## config.mk

```make
export PLATFORM = sky130hd
export DESIGN_NAME = nf1g_rbs_master
export DESIGN_NICKNAME = d
export VERILOG_FILES = /design/src/rtl/nf1g_rbs_master.sv
export SDC_FILE = /design/constraint.sdc
export NUM_CORES = 1
export LEC_CHECK = 0
export ABC_AREA = 0
export ABC_CLOCK_PERIOD_IN_PS = 2400
export CORE_MARGIN = 2
export CORE_UTILIZATION = 39
export CTS_CLUSTER_DIAMETER = 40
export DETAILED_ROUTE_END_ITERATION = 10
export MAX_ROUTING_LAYER = met4
export PLACE_DENSITY = 0.82
export SYNTH_ARGS = -nofsm -noshare
export SYNTH_HDL_FRONTEND = slang
export SYNTH_SLANG_ARGS = --single-unit
export TNS_END_PERCENT = 1
```

## constraint.sdc

```tcl
create_clock -name CLK -period 2.4 [get_ports CLK]
set_input_delay 0.36 -clock CLK [delete_from_list [all_inputs] [get_ports CLK]]
set_output_delay 0.36 -clock CLK [all_outputs]
set_load 0.005 [all_outputs]
```

## src/rtl/nf1g_rbs_master.sv

```systemverilog
// nf1g_rbs_master: single-outstanding initiator for the register-bus ring.
// Host transactions are injected as one beat at the ring head and matched on
// return at the ring tail by source tag and word address. All outputs are
// registered; the host-side completion is loaded on entry to DONE.
module nf1g_rbs_master #(
  parameter int C_RBS_ADDR_WIDTH = 32,
  parameter int C_RBS_DATA_WIDTH = 32,
  parameter int C_RBS_SRC_WIDTH  = 2,
  parameter int C_SRC_ID         = 0,
  parameter int C_TIMEOUT        = 1023
) (
  input  logic                          CLK,
  input  logic                          RESETN,
  // host side
  input  logic                          HOST_REQ,
  input  logic                          HOST_RD_WR_L,
  input  logic [C_RBS_ADDR_WIDTH-1:0]   HOST_ADDR,
  input  logic [C_RBS_DATA_WIDTH-1:0]   HOST_WDATA,
  output logic                          HOST_RDY,
  output logic                          HOST_DONE,
  output logic [C_RBS_DATA_WIDTH-1:0]   HOST_RDATA,
  output logic                          HOST_ERR,
  output logic [1:0]                    HOST_ERR_CODE,
  output logic [7:0]                    STALE_CNT,
  // ring head
  output logic                          M_RBS_REQ,
  output logic                          M_RBS_ACK,
  output logic                          M_RBS_RD_WR_L,
  output logic [C_RBS_ADDR_WIDTH-3:0]   M_RBS_ADDR,
  output logic [C_RBS_DATA_WIDTH-1:0]   M_RBS_DATA,
  output logic [C_RBS_SRC_WIDTH-1:0]    M_RBS_SRC,
  // ring tail
  input  logic                          S_RBS_REQ,
  input  logic                          S_RBS_ACK,
  input  logic                          S_RBS_RD_WR_L,
  input  logic [C_RBS_ADDR_WIDTH-3:0]   S_RBS_ADDR,
  input  logic [C_RBS_DATA_WIDTH-1:0]   S_RBS_DATA,
  input  logic [C_RBS_SRC_WIDTH-1:0]    S_RBS_SRC
);

  localparam int SW = C_RBS_SRC_WIDTH;
  localparam int WA = C_RBS_ADDR_WIDTH - 2;
  localparam logic [SW-1:0] SRC_ID = SW'(C_SRC_ID);
  localparam logic [15:0]   TMO    = 16'(C_TIMEOUT);

  typedef enum logic [1:0] {IDLE, ISSUE, WAIT, DONE} state_t;

  state_t        state_q, state_d;
  logic [1:0]    code_d;
  logic [WA-1:0] addr_q;
  logic [15:0]   tmo_cnt;
  logic          match;
  logic          accept;
  logic          stale;
  logic          unused_rd_wr;

  // The returning beat's direction bit carries no information for us.
  assign unused_rd_wr = S_RBS_RD_WR_L;

  // Requests always leave the ring head un-acked; modules set ACK downstream.
  assign M_RBS_ACK = 1'b0;

  assign match  = S_RBS_REQ && (S_RBS_SRC == SRC_ID) && (S_RBS_ADDR == addr_q);
  assign accept = (state_q == IDLE) && (state_d == ISSUE);
  // Anything arriving outside WAIT, or not ours while in WAIT, is dropped.
  assign stale  = S_RBS_REQ && !((state_q == WAIT) && match);

  // State register.
  always_ff @(posedge CLK or negedge RESETN) begin
    if (!RESETN) state_q <= IDLE;
    else         state_q <= state_d;
  end

  // Next state and the completion code that accompanies entry to DONE.
  // A match on the timeout cycle takes priority over the timeout.
  always_comb begin
    state_d = state_q;
    code_d  = 2'b00;
    case (state_q)
      IDLE: if (HOST_REQ) begin
        if (HOST_ADDR[1:0] != 2'b00) begin
          state_d = DONE;
          code_d  = 2'b11;
        end else begin
          state_d = ISSUE;
        end
      end
      ISSUE: state_d = WAIT;
      WAIT: if (match) begin
        state_d = DONE;
        code_d  = S_RBS_ACK ? 2'b00 : 2'b01;
      end else if (tmo_cnt == TMO) begin
        state_d = DONE;
        code_d  = 2'b10;
      end
      DONE: state_d = IDLE;
      default: state_d = IDLE;
    endcase
  end

  // Host-side status; result fields update only when a completion is loaded.
  always_ff @(posedge CLK or negedge RESETN) begin
    if (!RESETN) begin
      HOST_RDY      <= 1'b1;
      HOST_DONE     <= 1'b0;
      HOST_ERR      <= 1'b0;
      HOST_ERR_CODE <= 2'b00;
      HOST_RDATA    <= '0;
    end else begin
      HOST_RDY  <= (state_d == IDLE);
      HOST_DONE <= (state_d == DONE);
      if (state_d == DONE) begin
        HOST_ERR_CODE <= code_d;
        HOST_ERR      <= (code_d != 2'b00);
        HOST_RDATA    <= (code_d == 2'b00) ? S_RBS_DATA : '1;
      end
    end
  end

  // Ring head: one beat during ISSUE, all zero otherwise.
  always_ff @(posedge CLK or negedge RESETN) begin
    if (!RESETN) begin
      M_RBS_REQ     <= 1'b0;
      M_RBS_RD_WR_L <= 1'b0;
      M_RBS_ADDR    <= '0;
      M_RBS_DATA    <= '0;
      M_RBS_SRC     <= '0;
    end else begin
      M_RBS_REQ     <= accept;
      M_RBS_RD_WR_L <= accept ? HOST_RD_WR_L : 1'b0;
      M_RBS_ADDR    <= accept ? HOST_ADDR[C_RBS_ADDR_WIDTH-1:2] : '0;
      M_RBS_DATA    <= (accept && !HOST_RD_WR_L) ? HOST_WDATA : '0;
      M_RBS_SRC     <= accept ? SRC_ID : '0;
    end
  end

  // Latched word address for return matching, and the wait counter.
  always_ff @(posedge CLK or negedge RESETN) begin
    if (!RESETN) begin
      addr_q  <= '0;
      tmo_cnt <= '0;
    end else begin
      if (accept) addr_q <= HOST_ADDR[C_RBS_ADDR_WIDTH-1:2];
      if (state_q == ISSUE)     tmo_cnt <= '0;
      else if (state_q == WAIT) tmo_cnt <= tmo_cnt + 16'd1;
    end
  end

  // Saturating count of discarded return beats.
  always_ff @(posedge CLK or negedge RESETN) begin
    if (!RESETN)                        STALE_CNT <= '0;
    else if (stale && STALE_CNT != 8'hFF) STALE_CNT <= STALE_CNT + 8'd1;
  end

endmodule

```

Word-level counts from Yosys, hierarchy flattened
Index checks and enable logic that the tools add are counted.
{"block": "word_totals", "reg_bits": 157, "input_bits": 135, "word_cells": 56, "output_inout_bits": 112}
{"block": "op_classes", "add_sub_neg": 2, "mux": 17, "n_eq_ne": 8, "n_reduce_logical": 16}
{"cell": "32-bit two-way mux", "count": 2}
{"cell": "16-bit two-way mux", "count": 2}
{"cell": "30-bit equality test", "count": 1}
{"cell": "30-bit two-way mux", "count": 1}
{"cell": "16-bit by 1-bit adder with 16-bit output (second input constant)", "count": 1}
{"cell": "16-bit by 10-bit equality test with 1-bit output (second input constant)", "count": 1}
{"cell": "2-bit two-way mux", "count": 8}
{"cell": "8-bit by 1-bit adder with 8-bit output (second input constant)", "count": 1}
{"cell": "2-bit zero test", "count": 4}
{"cell": "8-bit != test (second input constant)", "count": 1}
{"cell": "2-bit one-hot mux with 4 select lines", "count": 1}
{"cell": "1-bit logical AND", "count": 7}
{"cell": "2-bit equality test (second input constant)", "count": 3}
{"cell": "2-bit nonzero test", "count": 3}
{"cell": "2-bit by 1-bit equality test with 1-bit output (second input constant)", "count": 2}
{"cell": "2-bit one-hot mux with 2 select lines", "count": 1}
{"cell": "1-bit zero test", "count": 2}
{"cell": "1-bit two-way mux", "count": 2}

Logic depth before layout (Yosys ltp)
Gate-level depths: netlist of the first run.
{"block": "logic_depth", "word_depth": 9, "mapped_depth": 10, "mapped_depth_nobuf": 8}

Least setup slack after synthesis of the first run
No wires, ideal clock.
{"block": "synth_path", "kind": "reg-to-reg", "startpoint": "reg addr_q[5]", "endpoint": "reg STALE_CNT[1]", "stages_incl_launch_ff": 7, "setup_ns": 0.125, "arrival_ns": 2.087, "slack_ns": 0.188, "synth_period_minus_slack_ns": 2.212, "path_cell_list": "dfrtp_1 -> xnor2_1 -> nand4_1 -> or4_1 -> o41a_4 -> nand2_2 -> mux2_4"}
{"block": "synth_between", "elab_chain_len": 6}
{"item": "from (decl)", "line": "50", "source": "logic [WA-1:0] addr_q;"}
{"item": "from (signal assigned)", "line": "143", "source": "if (accept) addr_q <= HOST_ADDR[C_RBS_ADDR_WIDTH-1:2];"}
{"item": "30-bit equality test", "line": "63", "source": "assign match = S_RBS_REQ && (S_RBS_SRC == SRC_ID) && (S_RBS_ADDR == addr_q);"}
{"item": "1-bit logical AND", "line": "63"}
{"item": "1-bit logical AND", "line": "66", "source": "assign stale = S_RBS_REQ && !((state_q == WAIT) && match);"}
{"item": "1-bit zero test", "line": "66"}
{"item": "1-bit logical AND", "line": "66"}
{"item": "1-bit logical AND", "line": "152", "source": "else if (stale && STALE_CNT != 8'hFF) STALE_CNT <= STALE_CNT + 8'd1;"}
{"item": "to (signal assigned)", "line": "152"}
{"item": "to (decl)", "line": "24", "source": "output logic [7:0] STALE_CNT,"}
Every way passes these cells.
A chain may end at the register's enable or synchronous reset.

Worst setup path after layout of the first run
{"block": "layout_path", "startpoint": "reg addr_q[29]", "endpoint": "reg HOST_RDATA[12]"}
{"block": "layout_between", "elab_chain_len": 6, "word_cells_on_any_way": 9, "cone_classes": "eq/ne: 2; mux: 5; reduce/logical: 2"}
{"item": "30-bit equality test *", "line": "63"}
{"item": "1-bit logical AND *", "line": "63"}
{"item": "2-bit two-way mux", "line": "89", "source": "WAIT: if (match) begin"}
{"item": "2-bit one-hot mux with 2 select lines", "line": "79", "source": "case (state_q)"}
{"item": "2-bit zero test", "line": "115", "source": "HOST_RDATA <= (code_d == 2'b00) ? S_RBS_DATA : '1;"}
{"item": "32-bit two-way mux", "line": "115"}
{"item": "to (signal assigned)", "line": "115"}
{"item": "to (decl)", "line": "21", "source": "output logic [C_RBS_DATA_WIDTH-1:0] HOST_RDATA,"}
Mark *: on every way between the ends. The rest lies on a longest branch, timed or not.

==> impl_metrics.py, run 1 <==
metrics = {
    "synthesis": {
        "postSynthAreaPerCell_um2": 11.67,
        "yosysUniqueCellTypes": 52,
        "synth_area_mm2": 0.006825,
        "synth_top_area_cell": "dfrtp_1",
        "ys_async_sr_fraction_pct": 100.0,
        "synth_area_leaders": "dfrtp_1 57%, a2bb2oi_2 6.6%, and2_1 6.0%",
        "yosysMostFrequentCell": "dfrtp_1",
        "synthCells": 585,
        "synthTopCellsByCount": "156 x dfrtp_1, 65 x and2_1, 54 x nor2_1",
        "yosys_warnings": 0,
        "yosysSeqAreaShare_pct": 57.58,
        "synthFlopType": "dfrtp_1",
        "synth-seq-cells": 157,
        "synth_edf_count": 0,
        "post-synth-top-area-fraction_pct": 57.20,
    },
    "drt": {
        "routedWlPerCell_um": 17.11,
        "ant_nets": 0,
        "drt-initial-drc-count": 224,
        "vias": 5524,
        "firstDrtPassIters": 5,
        "drt_wl_total_um": 18740,
        "drc": 0,
        "viasPerCell": 5.045,
    },
    "pwr": {
        "seqPwrFrac_pct": 46.9,
        "p_sw_w": 0.001374,
        "leakagePower_nw": 4.934,
        "powerDensity_mw_per_mm2": 566.4,
        "clockPowerShare_pct": 42.6,
        "combinationalPowerShare_pct": 10.5,
        "vdd.ir_drop.worst_uv": 475.9,
        "power_w": 0.005937,
        "p_sw_share_pct": 23.14,
        "internal-power_w": 0.004563,
    },
    "cells_and_area": {
        "fin_cells": 1095,
        "layout-drive-gt1-share_pct": 14.83,
        "seqCellArea_mm2": 0.003930,
        "layout.nets": 997,
        "multi_input_area_mm2": 0.002766,
        "antennaDiodeCount": 0,
        "area_growth_pct": 53.57,
        "fill_cells": 1369,
        "fin_util_pct": 61.02,
    },
    "global_routing": {
        "track_usage_pct": 21.02,
        "grt_pass1_vias": 5501,
        "antenna_found_initial": 0,
        "grt_overflow_total": 0,
        "grt_pass1_wl_um": 28680,
        "grt_max_degree": 69,
    },
    "setup_path": {
        "crit_slowest_cell": "or4_4",
        "worst_setup_path_start_kind": "register",
        "cp-end-kind": "register",
        "cpPeakStageDelay_ps": 630,
        "worstPathCellList": "xnor2_1, nand3_1, or4_4, o31a_1, o21ai_4, buf_12, buf_6, a2bb2oi_2",
        "worstSetupPathType": "register to register",
        "worst-path-buf-inv": 2,
        "arrival_ps": 2700,
        "cp_max_fo": 5,
        "crit_family": "simple AND/OR/NAND/NOR gates",
        "cp.required_ps": 2710,
    },
    "flow_run": {
        "maxCapViolations": 0,
    },
    "floorplanning": {
        "core-area_mm2": 0.01718,
        "die_area_mm2": 0.01858,
        "die_h_um": 136.3,
        "ios": 247,
        "dieWidth_um": 136.3,
        "num_rows": 48,
        "initial_core_util_pct": 39.74,
    },
    "hold_path": {
        "hp-class": "input port to register",
    },
    "sta": {
        "slew_headroom_pct": 56.03,
        "fin_skew_ps": 9.856,
        "rsz0062_at_grt": "yes",
        "setup_viol": 0,
        "finalHoldViolations": 0,
        "period_minus_slack_ps": 2384,
        "clock.fmax_mhz": 419.4,
        "slew_violations": 0,
        "holdWs_ps": 479.5,
        "min_period_over_period_pct": 99.34,
        "tightest_slew_ps": 658.0,
    },
    "clocking": {
        "cts.clk_slew.worst_paths_ps": 60,
        "cts_tree": "done",
        "h-tree-depth": 4,
        "clock_sink_count": 157,
        "clk_latency_ps": 430,
        "clockRootBuffer": "clkbuf_16",
        "cts_buffers": 17,
        "clk_path_buf_depth": 2,
    },
    "status": {
        "status": "completed",
    },
    "placed_design": {
        "placedCellCount": 1053,
        "io_buffers": 242,
        "globalplace.congestion": 0.8561,
        "dp.final_hpwl_um": 13520,
    },
}
final timing paths:
path | start | endpoint | slack (ps) | cells after the start
setup reg to reg | addr_q[29] | HOST_RDATA[12] | 20 | 8
hold reg to reg | STALE_CNT[5] | STALE_CNT[5] | 500 | 1
max in group asynchronous | RESETN | addr_q[6] | 1200 | 3
setup / recovery | addr_q[29] | HOST_RDATA[12] | 20 | 8
min in group asynchronous | RESETN | addr_q[29] | 530 | 2
hold / removal | HOST_WDATA[3] | M_RBS_DATA[3] | 480 | 2
power groups by stage:
| stage | combinational [W] | sequential [W] | clock [W] |
|---|---|---|---|
| final | 0.000624 | 0.00279 | 0.00253 |
| after global placement | 0.000610 | 0.00283 | 0 |
| after detailed placement | 0.000625 | 0.00283 | 0 |
| after CTS | 0.000631 | 0.00279 | 0.00258 |
| after global routing | 0.000689 | 0.00280 | 0.00272 |
| after floorplan | 0.000183 | 0.00282 | 0 |
cell families (layout without fill, tap and decap cells):
kind of cell             Yosys count  in the layout  share of synthesized area, %
AO/OA/AOI/OAI                    122            122                         15.64
XOR/XNOR                          44             44                         5.646
adder cells (fa/ha/maj)            5              5                        0.9166
buffers and inverters             43            326                         3.043
flip-flops                       157            157                         57.58
multiplexers                       5              5                        0.8615
other                              1              3                       0.05494
AND/OR/NAND/NOR                  208            208                         16.26
placed cells by master (no fill, tap or decap), drive strengths merged, types with 2 or more instances in the layout:
cell type / Yosys / routed
a21o: 30 / 30
a21oi: 39 / 39
a2bb2oi: 33 / 33
a31oi: 3 / 3
and2: 65 / 65
and3: 3 / 3
buf: 10 / 41
clkbuf: 26 / 24
clkdlybuf4s50: 0 / 241
clkinv: 0 / 6
clkinvlp: 0 / 3
conb: 1 / 3
dfrtp: 156 / 156
ha: 5 / 5
inv: 7 / 9
mux2: 4 / 4
nand2: 9 / 9
nand3: 44 / 44
nand4: 14 / 14
nor2: 54 / 54
nor2b: 3 / 3
nor3: 4 / 4
nor4: 3 / 3
o21ai: 8 / 8
or2: 3 / 3
or3: 2 / 2
xnor2: 38 / 38
xor2: 6 / 6
metal layers:
metal / track usage [%] / vias to the layer above / wire length, um
li1: - / 2558 / -
met1: 25.25 / 2652 / 7379
met2: 33.39 / 274 / 9277
met3: 6.861 / 40 / 1541
met4: 7.234 / 0 / 537
met5: - / - / 0
stage by stage:
step           worst slack, ps  setup TNS [ps]  instance area, um^2
4_1_cts                  11.96               0                10280
3_5_place_dp            -505.9          -22170                 9707
5_1_grt                 -28.45          -583.1                10480
3_3_place_gp            -457.4          -19750                 9707
6_report                 15.89               0                10480
2_1_floorplan            188.1               0                 6833
area by class of cell:
| class | instances | area share (%) |
|---|---|---|
| Clock buffer | 20 | 4.166 |
| Clock inverter | 12 | 1.098 |
| Inverter | 7 | 0.2507 |
| Multi-Input combinational cell | 387 | 26.39 |
| Sequential cell | 157 | 37.50 |
| Tap cell | 225 | 2.686 |
| Timing Repair Buffer | 287 | 27.91 |
sequential cells by signal, indices dropped and copies added, names as in the netlist, 2 cells and up:
name / cells
addr_q: 30
state_q: 2
STALE_CNT: 8
HOST_ERR_CODE: 2
HOST_RDATA: 32
M_RBS_ADDR: 30
tmo_cnt: 16
M_RBS_DATA: 32
timing repair:
action,CTS,global route
gates resized for setup,2,7
hold endpoints to repair,63,0
buffers inserted,0,4
pin swaps,2,34
cloned,0,5
setup endpoints to repair,42,41
hold buffers,1,0
(Power assumes the default switching activity.)
==> run 2: changes to the inputs <==
--- a/config.mk
+++ b/config.mk
@@ -7,6 +7,7 @@
 export LEC_CHECK = 0
 export ABC_AREA = 0
 export ABC_CLOCK_PERIOD_IN_PS = 2400
+export CAP_MARGIN = 20
 export CORE_MARGIN = 2
 export CORE_UTILIZATION = 39
 export CTS_CLUSTER_DIAMETER = 40
==> run 2 against run 1 <==
  * First-iteration DRC count grew 4.9%
  * Register-to-register slack is essentially flat
  * Critical path type unchanged
  * Clock power is essentially flat
  * Largest power group unchanged
  * Routed wire length shrank 0.36%
  * Core utilization grew 0.058 points
  * Hold slack is essentially flat
  * Setup slack lost 2.2 ps
  * Combinational power is essentially flat
  * Non-clock buffer count grew 1
  * Power is essentially flat
  * Fmax is essentially flat
==> impl_metrics.py, run 2 (synthesized netlist as in run 1, its figures left out) <==
metrics = {
    "status": {
        "status": "completed",
    },
    "sta": {
        "min_period_over_period_pct": 99.43,
        "rsz0062_at_grt": "yes",
        "period_minus_slack_ps": 2386,
        "fin_skew_ps": 9.781,
        "setup_viol": 0,
        "slew_violations": 0,
        "finalHoldViolations": 0,
        "clock.fmax_mhz": 419.0,
        "tightest_slew_ps": 658.6,
        "setup_tns_ps": 0,
        "slew_headroom_pct": 56.09,
    },
    "clocking": {
        "clock_sink_count": 157,
        "cts.clk_slew.worst_paths_ps": 60,
        "cts_buffers": 17,
        "clk_path_buf_depth": 2,
        "h-tree-depth": 4,
        "clk_latency_ps": 430,
        "cts_tree": "done",
        "clockRootBuffer": "clkbuf_16",
    },
    "cells_and_area": {
        "fill_cells": 1365,
        "antennaDiodeCount": 0,
        "fin_cells": 1096,
        "area_growth_pct": 53.71,
        "fin_util_pct": 61.08,
        "final_cell_mix": "241 x clkdlybuf4s50_1, 156 x dfrtp_1, 65 x and2_1",
        "layout.nets": 998,
        "final_common_cell": "clkdlybuf4s50_1",
        "top_regs": "HOST_RDATA (32), M_RBS_DATA (32)",
        "layout-drive-gt1-share_pct": 14.93,
    },
    "global_routing": {
        "grt_overflow_total": 0,
        "antenna_found_initial": 0,
        "grt_max_degree": 69,
        "track_usage_pct": 21.02,
        "grt_pass1_wl_um": 28680,
        "grt_pass1_vias": 5501,
    },
    "drt": {
        "vias": 5482,
        "wl_met3_um": 1498,
        "wl_met2_um": 9275,
        "drc": 0,
        "routedWlPerCell_um": 17.03,
        "highest_layer": "met4",
        "drt_wl_total_um": 18670,
        "firstDrtPassIters": 5,
        "viasPerCell": 5.002,
        "drt-initial-drc-count": 235,
        "wl_met1_um": 7395,
        "ant_nets": 0,
    },
    "placed_design": {
        "globalplace.congestion": 0.8561,
        "io_buffers": 242,
        "placedCellCount": 1053,
        "dp.final_hpwl_um": 13520,
    },
    "pwr": {
        "vdd.ir_drop.worst_uv": 476.1,
        "p_sw_share_pct": 23.15,
        "p_sw_w": 0.001375,
        "internal-power_w": 0.004563,
        "powerDensity_mw_per_mm2": 565.9,
        "seqPwrFrac_pct": 46.9,
        "combinationalPowerShare_pct": 10.5,
        "clockPowerShare_pct": 42.6,
        "leakagePower_nw": 4.941,
    },
    "floorplanning": {
        "num_rows": 48,
        "ios": 247,
        "dieWidth_um": 136.3,
        "initial_core_util_pct": 39.74,
        "core-area_mm2": 0.01718,
        "die_h_um": 136.3,
        "die_area_mm2": 0.01858,
    },
    "setup_path": {
        "cp-end-kind": "register",
        "worstPathCellList": "xnor2_1, nand3_1, or4_4, o31a_1, o21ai_4, buf_12, buf_6, a2bb2oi_2",
        "worst_setup_path_start_kind": "register",
        "cp_max_fo": 5,
        "arrival_ps": 2700,
        "worstSetupPathType": "register to register",
        "cpPeakStageDelay_ps": 630,
        "cp.required_ps": 2710,
        "crit_slowest_cell": "or4_4",
    },
    "flow_run": {
        "maxCapViolations": 0,
    },
    "hold_path": {
        "hp-class": "input port to register",
    },
}
[run 2: cell types whose count changed in the layout (fill, tap and decap cells not counted), sizes merged]
cell	change
buf	+1
[run 2: worst paths after layout]
kind                               start  slack (ps)              to  cells past startpoint
max reg2reg                   addr_q[29]          10  HOST_RDATA[25]                      8
max                           addr_q[29]          10  HOST_RDATA[25]                      8
max in group asynchronous         RESETN        1200    STALE_CNT[1]                      3
min reg2reg                 STALE_CNT[5]         500    STALE_CNT[5]                      1
min in group asynchronous         RESETN         540      addr_q[29]                      2
min                        HOST_WDATA[3]         480   M_RBS_DATA[3]                      2
[run 2: per-layer routing]
metal	vias to the layer above	global-route usage [%]
met3	32	6.861
met4	0	7.234
li1	2556	-
met2	241	33.39
met5	-	-
met1	2653	25.25
[run 2: area by class of cell]
class                      instances  area (um^2)  share of cell area (%)
timing repair buffer             288         2940                   28.03
tap                              225        281.5                   2.683
sequential                       157         3930                   37.46
clock inverter                    12        115.1                   1.097
clock buffer                      20        436.7                   4.162
inverter                           7        26.28                  0.2504
multi-input combinational        387         2761                   26.32
[run 2: worst max-delay path: cells and delay by family (launching register included)]
kind                      cells  cell delay, ps
and+or+nand+nor               2             790
xor gates and xnor gates      1             190
AOI/OAI and AO/OA             3             580
buffers and inverters         2             320
DFF                           1             400
[run 2: power groups by stage]
| stage | clock network, W | logic (W) | registers (W) |
|---|---|---|---|
| 2_1_floorplan | 0 | 0.000183 | 0.00282 |
| 3_3_place_gp | 0 | 0.000610 | 0.00283 |
| 6_report | 0.00253 | 0.000623 | 0.00279 |
| 3_5_place_dp | 0 | 0.000625 | 0.00283 |
| 4_1_cts | 0.00258 | 0.000631 | 0.00279 |
| 5_1_grt | 0.00272 | 0.000689 | 0.00280 |
[run 2: timing repair]
action,CTS,global route
hold endpoints to repair,63,0
setup buffers,0,4
pin swaps,2,34
hold buffers,1,0
gates cloned,0,5
resized for setup,2,6
setup endpoints to repair,42,41
[run 2: through the flow]
stage	instance area, um^2	power (W)	setup WS (ps)	hold WS [ps]
final	10490	0.005937	13.65	479.4
after global routing	10490	0.006207	-28.45	478.1
after CTS	10280	0.006000	11.96	461.7
after detailed placement	9707	0.003459	-505.9	419.8
after global placement	9707	0.003440	-457.4	414.8
after floorplan	6833	0.003004	188.1	64.41
